`config.mk`:
```
export PLATFORM = sky130hd
export DESIGN_NAME = temp_sample_proc
export DESIGN_NICKNAME = d
export VERILOG_FILES = /design/src/rtl/temp_sample_proc.sv
export SDC_FILE = /design/constraint.sdc
export NUM_CORES = 1
export LEC_CHECK = 0
export BUFFER_PORTS_ARGS = -buffer_cell sky130_fd_sc_hd__buf_2
export CORE_ASPECT_RATIO = 1.25
export CORE_UTILIZATION = 59
export DETAILED_ROUTE_END_ITERATION = 10
export HOLD_SLACK_MARGIN = 0.15
export PLACE_DENSITY = 0.83
export SLEW_MARGIN = 20
export SYNTH_ARGS = -nofsm -noshare
export SYNTH_HDL_FRONTEND = slang
export SYNTH_SLANG_ARGS = --single-unit
```
`constraint.sdc`:
```
create_clock -name FSM_Clk -period 4.3 [get_ports FSM_Clk]
set_input_delay 0.43 -clock FSM_Clk [delete_from_list [all_inputs] [get_ports FSM_Clk]]
set_output_delay 0.43 -clock FSM_Clk [all_outputs]
set_load 0.02 [all_outputs]
```
`src/rtl/temp_sample_proc.sv`:
```
// temp_sample_proc: post-processor for ADT7420 temperature readings.
// Converts each {MSB,LSB} register pair into a signed 13-bit sample
// (0.0625 C/LSB) and keeps a power-of-2 moving average, running min/max,
// a saturating sample counter and a hysteresis over-temperature alarm.
//
// Ports:
//   FSM_Clk        sole clock (shared with the I2C read FSM)
//   rst_n          asynchronous active-low reset
//   sample_valid   1-cycle strobe, temp_msb/temp_lsb hold a fresh reading
//   temp_msb/lsb   ADT7420 registers 0x00 / 0x01
//   clear          synchronous clear of statistics (alarm and temp_now kept)
//   hi_thresh      signed alarm threshold, 0.0625 C/LSB
//   temp_now       latest converted sample
//   temp_avg       moving average over 2**AVG_LOG2 samples (0 until window full)
//   avg_valid      averaging window filled since reset/clear
//   temp_min/max   running extremes since reset/clear
//   sample_cnt     accepted samples, saturating at 0xFFFF
//   alarm          over-temperature alarm with HYST LSBs of hysteresis
//   overrun        sticky: a strobe arrived while a sample was in flight
//   out_valid      1-cycle pulse, all outputs reflect the latest sample
module temp_sample_proc #(
    parameter int unsigned AVG_LOG2 = 2,
    parameter int unsigned HYST     = 16
) (
    input  logic               FSM_Clk,
    input  logic               rst_n,
    input  logic               sample_valid,
    input  logic [7:0]         temp_msb,
    input  logic [7:0]         temp_lsb,
    input  logic               clear,
    input  logic signed [12:0] hi_thresh,
    output logic signed [12:0] temp_now,
    output logic signed [12:0] temp_avg,
    output logic               avg_valid,
    output logic signed [12:0] temp_min,
    output logic signed [12:0] temp_max,
    output logic [15:0]        sample_cnt,
    output logic               alarm,
    output logic               overrun,
    output logic               out_valid
);

    localparam int unsigned TW     = 13;
    localparam int unsigned DEPTH  = 1 << AVG_LOG2;
    localparam int unsigned SUM_W  = TW + AVG_LOG2;
    localparam int unsigned FILL_W = AVG_LOG2 + 1;
    localparam int unsigned CNT_W  = 16;
    localparam int unsigned CMP_W  = TW + 1;

    typedef enum logic [1:0] {
        S_IDLE = 2'd0,
        S_CONV = 2'd1,
        S_ACC  = 2'd2,
        S_OUT  = 2'd3
    } state_e;

    state_e state_q, state_d;

    logic signed [TW-1:0]    samp_q, samp_d;
    logic signed [TW-1:0]    temp_now_q, temp_now_d;
    logic signed [TW-1:0]    ring_q [DEPTH];
    logic signed [TW-1:0]    ring_d [DEPTH];
    logic signed [SUM_W-1:0] sum_q, sum_d;
    logic [AVG_LOG2-1:0]     wp_q, wp_d;
    logic [FILL_W-1:0]       fill_q, fill_d;
    logic signed [TW-1:0]    min_q, min_d;
    logic signed [TW-1:0]    max_q, max_d;
    logic [CNT_W-1:0]        cnt_q, cnt_d;
    logic signed [TW-1:0]    avg_q, avg_d;
    logic                    avg_valid_q, avg_valid_d;
    logic                    alarm_q, alarm_d;
    logic                    overrun_q, overrun_d;
    logic                    out_valid_q, out_valid_d;
    logic                    clr_pend_q, clr_pend_d;

    logic                    acc_clr_c;
    logic                    do_clr_c;
    logic signed [CMP_W-1:0] thr_lo_c;
    logic signed [CMP_W-1:0] samp_ext_c;
    logic                    unused_lsb_c;

    // The three LSBs of the LSB register are status flags, not temperature.
    assign unused_lsb_c = ^temp_lsb[2:0];

    // A clear seen in CONV/ACC is applied as the in-flight sample finishes
    // (stats read as cleared when out_valid pulses); in IDLE/OUT it is immediate.
    assign acc_clr_c = (state_q == S_ACC) && (clr_pend_q || clear);
    assign do_clr_c  = acc_clr_c || (clear && ((state_q == S_IDLE) || (state_q == S_OUT)));

    // Lower alarm threshold, widened so hi_thresh - HYST cannot wrap.
    assign thr_lo_c   = CMP_W'(hi_thresh) - CMP_W'(HYST);
    assign samp_ext_c = CMP_W'(samp_q);

    // Next-state logic for the processing sequence.
    always_comb begin
        state_d = state_q;
        case (state_q)
            S_IDLE:  if (sample_valid) state_d = S_CONV;
            S_CONV:  state_d = S_ACC;
            S_ACC:   state_d = S_OUT;
            S_OUT:   state_d = S_IDLE;
            default: state_d = S_IDLE;
        endcase
    end

    // Datapath next-state: outputs are computed at the ACC->OUT edge so
    // they are all valid during the OUT cycle alongside out_valid.
    always_comb begin
        samp_d      = samp_q;
        temp_now_d  = temp_now_q;
        ring_d      = ring_q;
        sum_d       = sum_q;
        wp_d        = wp_q;
        fill_d      = fill_q;
        min_d       = min_q;
        max_d       = max_q;
        cnt_d       = cnt_q;
        avg_d       = avg_q;
        avg_valid_d = avg_valid_q;
        alarm_d     = alarm_q;
        overrun_d   = overrun_q;
        clr_pend_d  = clr_pend_q;
        out_valid_d = 1'b0;

        if ((state_q == S_IDLE) && sample_valid) begin
            samp_d = {temp_msb, temp_lsb[7:3]};
        end

        if (state_q == S_CONV) begin
            temp_now_d = samp_q;
            if (clear) clr_pend_d = 1'b1;
        end

        if ((state_q != S_IDLE) && sample_valid) begin
            overrun_d = 1'b1;
        end

        if (state_q == S_ACC) begin
            out_valid_d = 1'b1;
            clr_pend_d  = 1'b0;

            if (samp_q >= hi_thresh) begin
                alarm_d = 1'b1;
            end else if (samp_ext_c < thr_lo_c) begin
                alarm_d = 1'b0;
            end

            if (!acc_clr_c) begin
                // Running sum always holds exactly the ring contents.
                sum_d         = sum_q + SUM_W'(samp_q) - SUM_W'(ring_q[wp_q]);
                ring_d[wp_q]  = samp_q;
                wp_d          = wp_q + AVG_LOG2'(1);
                if (fill_q != FILL_W'(DEPTH)) fill_d = fill_q + FILL_W'(1);

                if (fill_q == '0) begin
                    min_d = samp_q;
                    max_d = samp_q;
                end else begin
                    if (samp_q < min_q) min_d = samp_q;
                    if (samp_q > max_q) max_d = samp_q;
                end

                if (cnt_q != '1) cnt_d = cnt_q + CNT_W'(1);

                if (fill_d == FILL_W'(DEPTH)) begin
                    avg_d       = TW'(sum_d >>> AVG_LOG2);
                    avg_valid_d = 1'b1;
                end
            end
        end

        if (do_clr_c) begin
            for (int i = 0; i < int'(DEPTH); i++) ring_d[i] = '0;
            sum_d       = '0;
            wp_d        = '0;
            fill_d      = '0;
            min_d       = '0;
            max_d       = '0;
            cnt_d       = '0;
            avg_d       = '0;
            avg_valid_d = 1'b0;
            overrun_d   = 1'b0;
            clr_pend_d  = 1'b0;
        end
    end

    // State and datapath registers.
    always_ff @(posedge FSM_Clk or negedge rst_n) begin
        if (!rst_n) begin
            state_q     <= S_IDLE;
            samp_q      <= '0;
            temp_now_q  <= '0;
            for (int i = 0; i < int'(DEPTH); i++) ring_q[i] <= '0;
            sum_q       <= '0;
            wp_q        <= '0;
            fill_q      <= '0;
            min_q       <= '0;
            max_q       <= '0;
            cnt_q       <= '0;
            avg_q       <= '0;
            avg_valid_q <= 1'b0;
            alarm_q     <= 1'b0;
            overrun_q   <= 1'b0;
            out_valid_q <= 1'b0;
            clr_pend_q  <= 1'b0;
        end else begin
            state_q     <= state_d;
            samp_q      <= samp_d;
            temp_now_q  <= temp_now_d;
            ring_q      <= ring_d;
            sum_q       <= sum_d;
            wp_q        <= wp_d;
            fill_q      <= fill_d;
            min_q       <= min_d;
            max_q       <= max_d;
            cnt_q       <= cnt_d;
            avg_q       <= avg_d;
            avg_valid_q <= avg_valid_d;
            alarm_q     <= alarm_d;
            overrun_q   <= overrun_d;
            out_valid_q <= out_valid_d;
            clr_pend_q  <= clr_pend_d;
        end
    end

    assign temp_now   = temp_now_q;
    assign temp_avg   = avg_q;
    assign avg_valid  = avg_valid_q;
    assign temp_min   = min_q;
    assign temp_max   = max_q;
    assign sample_cnt = cnt_q;
    assign alarm      = alarm_q;
    assign overrun    = overrun_q;
    assign out_valid  = out_valid_q;

endmodule

```
Yosys cells after proc, flatten, opt, wreduce, memory -nomap -nowiden
Cells that the tools add are included.
{"block": "word_totals", "inputBits": 33, "output_inout_bits": 72, "register_bits": 160}
{"block": "classes", "n_reduce_logical": 27, "eq_ne": 8, "add_sub_neg": 6, "mux": 54, "bitwise": 1, "order_cmp": 6}
{"cell": "$mux W13", "n": 17}
{"cell": "$mux W52", "n": 3}
{"cell": "$mux W16", "n": 4}
{"cell": "$bwmux W52", "n": 1}
{"cell": "$mux W15", "n": 3}
{"cell": "$bmux W13 S2", "n": 1}
{"cell": "$demux W13 S2", "n": 1}
{"cell": "$mux W3", "n": 6}
{"cell": "$add A16 B1 Y16 const B", "n": 1}
{"cell": "$ne A16 B16 Y1 const B", "n": 1}
{"cell": "$add A15 B13 Y15", "n": 1}
{"cell": "$sub A15 B13 Y15", "n": 1}
{"cell": "$lt A13 B14 Y1", "n": 1}
{"cell": "$sub A13 B6 Y14 const B", "n": 1}
{"cell": "$ge A13 B13 Y1", "n": 1}
{"cell": "$gt A13 B13 Y1", "n": 1}
{"cell": "$lt A13 B13 Y1", "n": 1}
{"cell": "$mux W1", "n": 13}
{"cell": "$reduce_and A3 Y1", "n": 4}
{"cell": "$reduce_bool A2 Y1", "n": 6}
{"cell": "$reduce_bool A3 Y1", "n": 4}
{"cell": "$mux W2", "n": 4}
{"cell": "$pmux W2 S4", "n": 1}
{"cell": "$reduce_and A2 Y1", "n": 3}
{"cell": "other kinds (15)", "n": 22}

Logic depth before layout (Yosys ltp)
Gate-level depths: netlist of the first run.
{"block": "depth", "word_depth": 9, "mapped_depth": 13, "mapped_depth_nobuf": 12}

Worst setup path before layout of the first run
Ideal clock, no wire load.
{"block": "synth_path", "kind": "reg-to-reg", "startpoint": "reg wp_q[0]", "endpoint": "reg avg_q[10], in the netlist temp_avg[10]", "setup_slack_ps": 405, "t_arrival_ps": 3774, "setup_time_ps": 121, "path_buffers": 2, "stages_incl_launch_ff": 14, "path_cell_list": "dfrtp_1 > clkbuf_1 > buf_1 > mux4_2 > fa_1 > inv_1 > ha_1 > inv_1 > o221ai_1 > nand3_1 > a31oi_1 > a31oi_1 > xnor2_1 > a22o_1"}
{"block": "synth_between", "elab_chain_len": 9}
{"element": "from (decl)", "line_no": "64", "rtl": "logic [AVG_LOG2-1:0] wp_q, wp_d;"}
{"element": "from (signal assigned)", "line_no": "212", "rtl": "wp_q <= wp_d;"}
{"element": "$not A2 Y3 (implied by the code)", "line_no": "150", "rtl": "sum_d = sum_q + SUM_W'(samp_q) - SUM_W'(ring_q[wp_q]);"}
{"element": "$bmux W13 S2", "line_no": "150"}
{"element": "$mux W13 (implied by the code) (2 in a row)", "line_no": "150"}
{"element": "$sub A15 B13 Y15", "line_no": "150"}
{"element": "$mux W13", "line_no": "165", "rtl": "if (fill_d == FILL_W'(DEPTH)) begin"}
{"element": "$mux W13", "line_no": "148", "rtl": "if (!acc_clr_c) begin"}
{"element": "$mux W13", "line_no": "138", "rtl": "if (state_q == S_ACC) begin"}
{"element": "$mux W13", "line_no": "172", "rtl": "if (do_clr_c) begin"}
{"element": "to (signal assigned)", "line_no": "217", "rtl": "avg_q <= avg_d;"}
{"element": "to (decl)", "line_no": "69", "rtl": "logic signed [TW-1:0] avg_q, avg_d;"}
No other way between the ends. The select of a mux whose other input is x is not followed.
A chain may end at the register's enable or synchronous reset.

Worst setup path in the final report of the first run
Same ends and word-level chain as after synthesis.

==> reports/results.txt, run 1 <==
Status - completed
# Max-Cap Violations - 0
Total Routing Usage GR - 29.6%
Setup Crit Path Kind - reg2reg
Crit path required time - 4.62 ns
R2R Path End - temp_avg[10]$_DFFE_PN0P_
Setup crit start kind - flip-flop
Worst hold slack - 0.105 ns
Slew @ Worst Pin - 1.01 ns
Post-Syn Nets - 1,054
Clock buffer depth - 2
Post-DRT Antenna Nets - 0
Largest net degree at the start of global routing - 115
Drt drc - 0
Most used DFF post-synth - dfrtp_1
Worst Clk Skew - 0.00561 ns
Post-CTS setup buffers - 0
# clock sinks - 160
Die height - 142 µm
Clock root buffer - clkbuf_16
DR vias - 7,260
Number of CTS-inserted buffers - 17
CP Data Arrival Time - 4.07 ns
Routed wire length - 22,500 µm
Setup TNS - 0 ns
Worst reg2reg path depth - 12
IO Pins - 105
Hold Path Class - in2async
Slew Viols, Final - 0
Yosys warning count - 0
Area of the core - 15,100 µm²
Period utilization - 87.2%
Worst R2R Setup Slack - 0.55 ns
Nets - 1,156
GPL Wtd Cong - 0.867
Filler instances - 1,168
DR pass1 iterations - 5
Area Overhead vs Synth - 14.0%
Vias in the first global route - 7,349
Crit-path max FO - 15
Rows - 50
Die ar. - 16,200 µm²
Clk pin slew, worst setup/hold paths - 0.06 ns
Worst Setup End Kind - flip-flop
FF-to-FF Start - wp_q[0]$_DFFE_PN0P_
Port bufs - 101
Yosys reg bits - 160
Effective utilization at floorplan - 61.2%
Iteration-0 DRC Markers - 333
TritonCTS clock tree - yes
Syn Area/Cell - 9.94 µm²
RSZ-0062 raised after global routing - false
Rel. slew slack - 32.5%
Grt ovf - 0
Post-synthesis cell area - 9270 µm²
Post-synthesis sequential area ratio - 43.2%
Critical Path Source - wp_q[0]$_DFFE_PN0P_
Final hold viol count - 0
Initial antenna violation count - 0
Mapped Cells - 932
WL per Instance - 17.9 µm
FFs w/ async S/R, synth - 100%
Number of H-tree levels - 4
Layout cells sized above 1 - 20.9%
Min Clock Period, post-route - 3.75 ns
Vias per Instance - 5.79
Die Wd - 114 µm
Worst-skew pair later-pin latency - 0.43 ns
CTS resizes - 0
Global-route wire length before repair - 36,600 µm
CTS Hold Bufs - 0
Ant diodes - 0
Final setup vio count - 0
EDFF count, synth - 0
Synth cell types - 57
Post-detail-place hpwl - 15,600 µm
F_max - 267 MHz
## logic make-up (layout without fill, tap and decap cells)
kind of cell | Yosys count | count (layout) | synth area share [%]
fa+ha+maj | 89 | 89 | 13.1
compound gates | 166 | 166 | 11.0
simple gates | 269 | 269 | 12.7
mux | 73 | 73 | 10.7
buf+inv | 141 | 254 | 5.91
xor+xnor | 34 | 34 | 3.21
flops | 160 | 160 | 43.2
## placed cells by master (no fill, tap or decap), types with 11 or more instances in the layout
| master | n |
|---|---|
| ha_1 | 75 |
| o21ai_0 | 30 |
| dfrtp_1 | 160 |
| xor2_1 | 11 |
| nand3_1 | 17 |
| buf_2 | 100 |
| a21o_1 | 17 |
| xnor2_1 | 23 |
| buf_4 | 14 |
| nand2_1 | 139 |
| fa_1 | 14 |
| clkbuf_16 | 17 |
| nand4_1 | 15 |
| nor2_1 | 62 |
| a21oi_1 | 77 |
| inv_1 | 109 |
| mux4_2 | 13 |
| mux2_2 | 42 |
## cell usage after synthesis (2+ instances only)
cell type | number | area [µm²]
o31ai_1 | 2 | 15.0
ha_1 | 75 | 938
fa_1 | 14 | 280
inv_1 | 109 | 409
xor2_1 | 11 | 96.3
buf_2 | 2 | 10.0
and2_1 | 7 | 43.8
o21bai_1 | 2 | 15.0
or2_2 | 2 | 12.5
nand4_1 | 15 | 93.8
o21ai_0 | 30 | 150
nor2b_1 | 4 | 25.0
a31oi_1 | 6 | 37.5
a31o_2 | 2 | 17.5
o21a_1 | 2 | 15.0
a21o_1 | 17 | 128
mux2_2 | 42 | 473
nor2_1 | 63 | 236
nand3_1 | 17 | 85.1
nor3_1 | 6 | 30.0
o2bb2ai_1 | 3 | 26.3
mux2i_1 | 8 | 80.1
mux4_2 | 13 | 293
o211ai_1 | 2 | 15.0
o22ai_1 | 2 | 12.5
nand2b_1 | 3 | 18.8
a211oi_1 | 3 | 22.5
and3_1 | 4 | 25.0
dfrtp_1 | 160 | 4000
nand2_1 | 139 | 522
a22o_1 | 5 | 43.8
xnor2_1 | 23 | 201
a221oi_1 | 3 | 26.3
clkbuf_1 | 23 | 86.3
a21oi_1 | 77 | 385
buf_1 | 6 | 22.5
mux2_4 | 10 | 150
## stage by stage
step | utilization [%] | area, µm² | setup slack [ns] | std cells
after floorplan | - | 9270 | 0.405 | 932
after global placement | 66.1 | 10000 | 0.626 | 1223
after detailed placement | 66.1 | 10000 | 0.581 | 1223
after CTS | 69.8 | 10600 | 0.569 | 1253
after global routing | 69.8 | 10600 | 0.225 | 1253
final | 69.8 | 10600 | 0.549 | 1253
## area by class of cell
type / instances / area [µm²] / share of cell area (%)
multi-input cells: 631 / 4720 / 44.7
flip-flops and latches: 160 / 4000 / 37.9
repair buffers: 115 / 619 / 5.86
clock buffers: 25 / 495 / 4.69
inverters: 109 / 409 / 3.87
well taps: 208 / 260 / 2.46
clock inverters: 5 / 55.1 / 0.521
## how the worst max path moves through the flow
| stage | cells past startpoint | to |
|---|---|---|
| 2_1_floorplan | 13 | temp_avg[10]$_DFFE_PN0P_ |
| 3_3_place_gp | 12 | temp_avg[12]$_DFFE_PN0P_ |
| 3_5_place_dp | 12 | temp_avg[12]$_DFFE_PN0P_ |
| 4_1_cts | 12 | temp_avg[12]$_DFFE_PN0P_ |
| 5_1_grt | 12 | temp_avg[12]$_DFFE_PN0P_ |
| 6_report | 12 | temp_avg[10]$_DFFE_PN0P_ |
## sequential cells by signal, summed over array words and instances, names as in the netlist
name / count
clr_pend_q: 1
temp_avg: 13
temp_max: 13
alarm: 1
ring_q: 52
sample_cnt: 16
samp_q: 13
sum_q: 15
overrun: 1
temp_now: 13
out_valid: 1
temp_min: 13
avg_valid: 1
wp_q: 2
state_q: 2
fill_q: 3
## critical path, stage by stage (launching register included)
cell and delay (ns):
dfrtp_1 0.45, buf_4 0.31, mux4_2 0.56, fa_1 0.49
inv_1 0.04, ha_1 0.36, a21oi_1 0.13, o221ai_1 0.27
nand3_1 0.14, a31oi_1 0.35, a31oi_1 0.15, xnor2_1 0.18
a22o_1 0.22
## per-layer routing
| layer | track usage (%) | vias to the layer above | part of all wire (%) | routed length (µm) |
|---|---|---|---|---|
| li1 | - | 3349 | - | - |
| met1 | 36.5 | 3584 | 40 | 9060 |
| met2 | 50.5 | 265 | 51 | 11400 |
| met3 | 5.07 | 62 | 5.5 | 1250 |
| met4 | 14.4 | 0 | 3.6 | 814 |
| met5 | 0 | - | 0 | 0 |
Power of run 1 is left out: the tool's default activity adds up to more than one toggle a clock period on the data nets, which glitch-free logic cannot reach.
==> run 2: changes to the inputs <==
--- a/config.mk
+++ b/config.mk
@@ -5,10 +5,11 @@
 export SDC_FILE = /design/constraint.sdc
 export NUM_CORES = 1
 export LEC_CHECK = 0
-export BUFFER_PORTS_ARGS = -buffer_cell sky130_fd_sc_hd__buf_2
 export CORE_ASPECT_RATIO = 1.25
-export CORE_UTILIZATION = 59
+export CORE_UTILIZATION = 64
+export CTS_BUF_LIST = sky130_fd_sc_hd__clkbuf_8
 export DETAILED_ROUTE_END_ITERATION = 10
+export DONT_BUFFER_PORTS = 1
 export HOLD_SLACK_MARGIN = 0.15
 export PLACE_DENSITY = 0.83
 export SLEW_MARGIN = 20
==> reports/results.txt, run 2 (synthesis gave the netlist of run 1 again) <==
# Max-Cap Violations - 0 (unchanged)
Max reg flops - 52 (unchanged)
Clk pin slew, worst setup/hold paths - 0.09 ns (+0.03 ns)
Iteration-0 DRC Markers - 469 (+41%)
Cell family with most CP delay - compound AO/OA/AOI/OAI gates
IO Pins - 105 (unchanged)
CP Data Arrival Time - 4.11 ns (+0.04 ns)
Port bufs - 0 (-100%)
Hold Path Class - in2reg
Die height - 137 µm (-3.9%)
Post-CTS setup buffers - 0 (unchanged)
Global-route wire length before repair - 34,000 µm (-7.1%)
Slew Viols, Final - 0 (unchanged)
Worst Clk Skew - 0.00892 ns (+0.00332 ns)
Filler instances - 989 (-15%)
Busiest layer in global routing - met2
Initial antenna violation count - 0 (unchanged)
Effective utilization at floorplan - 66.2% (+5.0 points)
Post-DRT Antenna Nets - 0 (unchanged)
Setup crit start kind - flip-flop
WL per Instance - 18.9 µm (+5.4%)
Worst-skew pair later-pin latency - 0.46 ns (+0.03 ns)
Commonest non-fill, non-tap cell in the layout - dfrtp_1
Setup Crit Path Kind - reg2reg
Slew @ Worst Pin - 1.00 ns (-0.00418 ns)
Crit-path cells - buf_4, mux4_2, fa_1, inv_1, ha_1, a21oi_1, o221ai_1, nand3_1, a31oi_1, a221o_1, xnor2_1, a21oi_1
Min Clock Period, post-route - 3.81 ns (+0.0621 ns)
Hold depth - 2
GR Util met2 - 52.3% (+1.9 points)
Worst path bufs/invs - 2 (unchanged)
Die ar. - 15,000 µm² (-7.7%)
Biggest register - ring_q
Drt drc - 0 (unchanged)
Routed wire length - 21,400 µm (-4.6%)
GRT met3 Usage - 6.76% (+1.7 points)
Rows - 48 (-4.0%)
Area of the core - 14,000 µm² (-7.6%)
Critical Path Source - wp_q[0]$_DFFE_PN0P_
CP dominant cell by count - a21oi_1
CP max stage cell - mux4_2
Status - completed
Commonest non-fill, non-tap cells in the layout - 160 x dfrtp_1, 139 x nand2_1, 111 x inv_1
Nets - 1,068 (-7.6%)
CP peak stage delay - 0.57 ns (about the same)
CTS Hold Bufs - 17 (+17)
Die Wd - 110 µm (-3.9%)
Number of H-tree levels - 4 (unchanged)
GPL Wtd Cong - 0.835 (-3.7%)
Worst hold slack - 0.238 ns (+0.133 ns)
Worst reg2reg path depth - 12 (unchanged)
Grt ovf - 0 (unchanged)
Crit path required time - 4.60 ns (-0.02 ns)
WHS Endpoint - sum_q[2]$_DFFE_PN0P_
R2R Path End - temp_avg[12]$_DFFE_PN0P_
Rel. slew slack - 33.3% (+0.78 points)
Layout cells sized above 1 - 12.3% (-8.6 points)
Crit-path max FO - 15 (unchanged)
Worst R2R Setup Slack - 0.49 ns (-0.06 ns)
Number of CTS-inserted buffers - 17 (unchanged)
Final setup vio count - 0 (unchanged)
FF-to-FF Start - wp_q[0]$_DFFE_PN0P_
DR pass1 iterations - 5 (unchanged)
GRT met1 Usage - 35.5% (-1.0 points)
Setup TNS - 0 ns (unchanged)
Min-delay src - clear
TritonCTS clock tree - yes
Clock root buffer - clkbuf_8
CTS resizes - 0 (unchanged)
Vias in the first global route - 6,959 (-5.3%)
Worst Setup End Kind - flip-flop
# clock sinks - 160 (unchanged)
RSZ-0062 raised after global routing - false
Post-detail-place hpwl - 15,000 µm (-4.1%)
DR vias - 6,869 (-5.4%)
F_max - 262 MHz (-1.6%)
Ant diodes - 0 (unchanged)
Clock buffer depth - 2 (unchanged)
Largest net degree at the start of global routing - 161 (+40%)
Total Routing Usage GR - 30.5% (+0.89 points)
Final hold viol count - 0 (unchanged)
Area Overhead vs Synth - 8.41%
Period utilization - 88.7% (+1.4 points)
Vias per Instance - 6.06 (+4.5%)
-- run 2: cell types whose count changed in the layout (fill, tap and decap cells not counted) --
cell and change:
inv_1 +2, buf_2 -100, buf_4 -4, clkbuf_16 -17
clkinv_2 +1, clkinv_4 +5, clkbuf_8 +12, inv_6 +1
buf_16 +1, clkinvlp_4 -2, clkbuf_1 -4, bufinv_16 +3
dlygate4sd3_1 +16
-- run 2: how the worst max path moves through the flow --
stage | cells after the start | end
2_1_floorplan | 13 | temp_avg[10]$_DFFE_PN0P_
3_3_place_gp | 12 | temp_avg[12]$_DFFE_PN0P_
3_5_place_dp | 12 | sum_q[14]$_DFFE_PN0P_
4_1_cts | 12 | temp_avg[12]$_DFFE_PN0P_
5_1_grt | 12 | temp_avg[12]$_DFFE_PN0P_
6_report | 12 | temp_avg[12]$_DFFE_PN0P_
-- run 2: metal layers --
metal  wire (µm)  share of wire [%]  vias to the layer above
li1            -                  -                     3182
met1        8460                 39                     3401
met2       10700                 50                      230
met3        1340                6.2                       56
met4         977                4.6                        0
met5           0                  0                        -
-- run 2: final cells by class --
| cell class | instances | area, µm² | share of cell area (%) |
|---|---|---|---|
| Sequential cell | 160 | 4000 | 39.9 |
| Timing Repair Buffer | 27 | 263 | 2.62 |
| Multi-Input combinational cell | 631 | 4720 | 47.0 |
| Clock buffer | 17 | 234 | 2.33 |
| Inverter | 109 | 409 | 4.07 |
| Clock inverter | 15 | 195 | 1.94 |
| Tap cell | 175 | 219 | 2.18 |
-- run 2: metrics by stage --
stage | setup slack [ns] | cell area [µm²] | std cells | util [%]
floorplan | 0.405 | 9270 | 932 | -
global placement | 0.575 | 9430 | 1085 | 67.4
detailed placement | 0.547 | 9430 | 1085 | 67.4
CTS | 0.533 | 10000 | 1134 | 71.8
global route | 0.292 | 10000 | 1134 | 71.8
finish | 0.487 | 10000 | 1134 | 71.8
Power of run 2 is left out for the same reason.
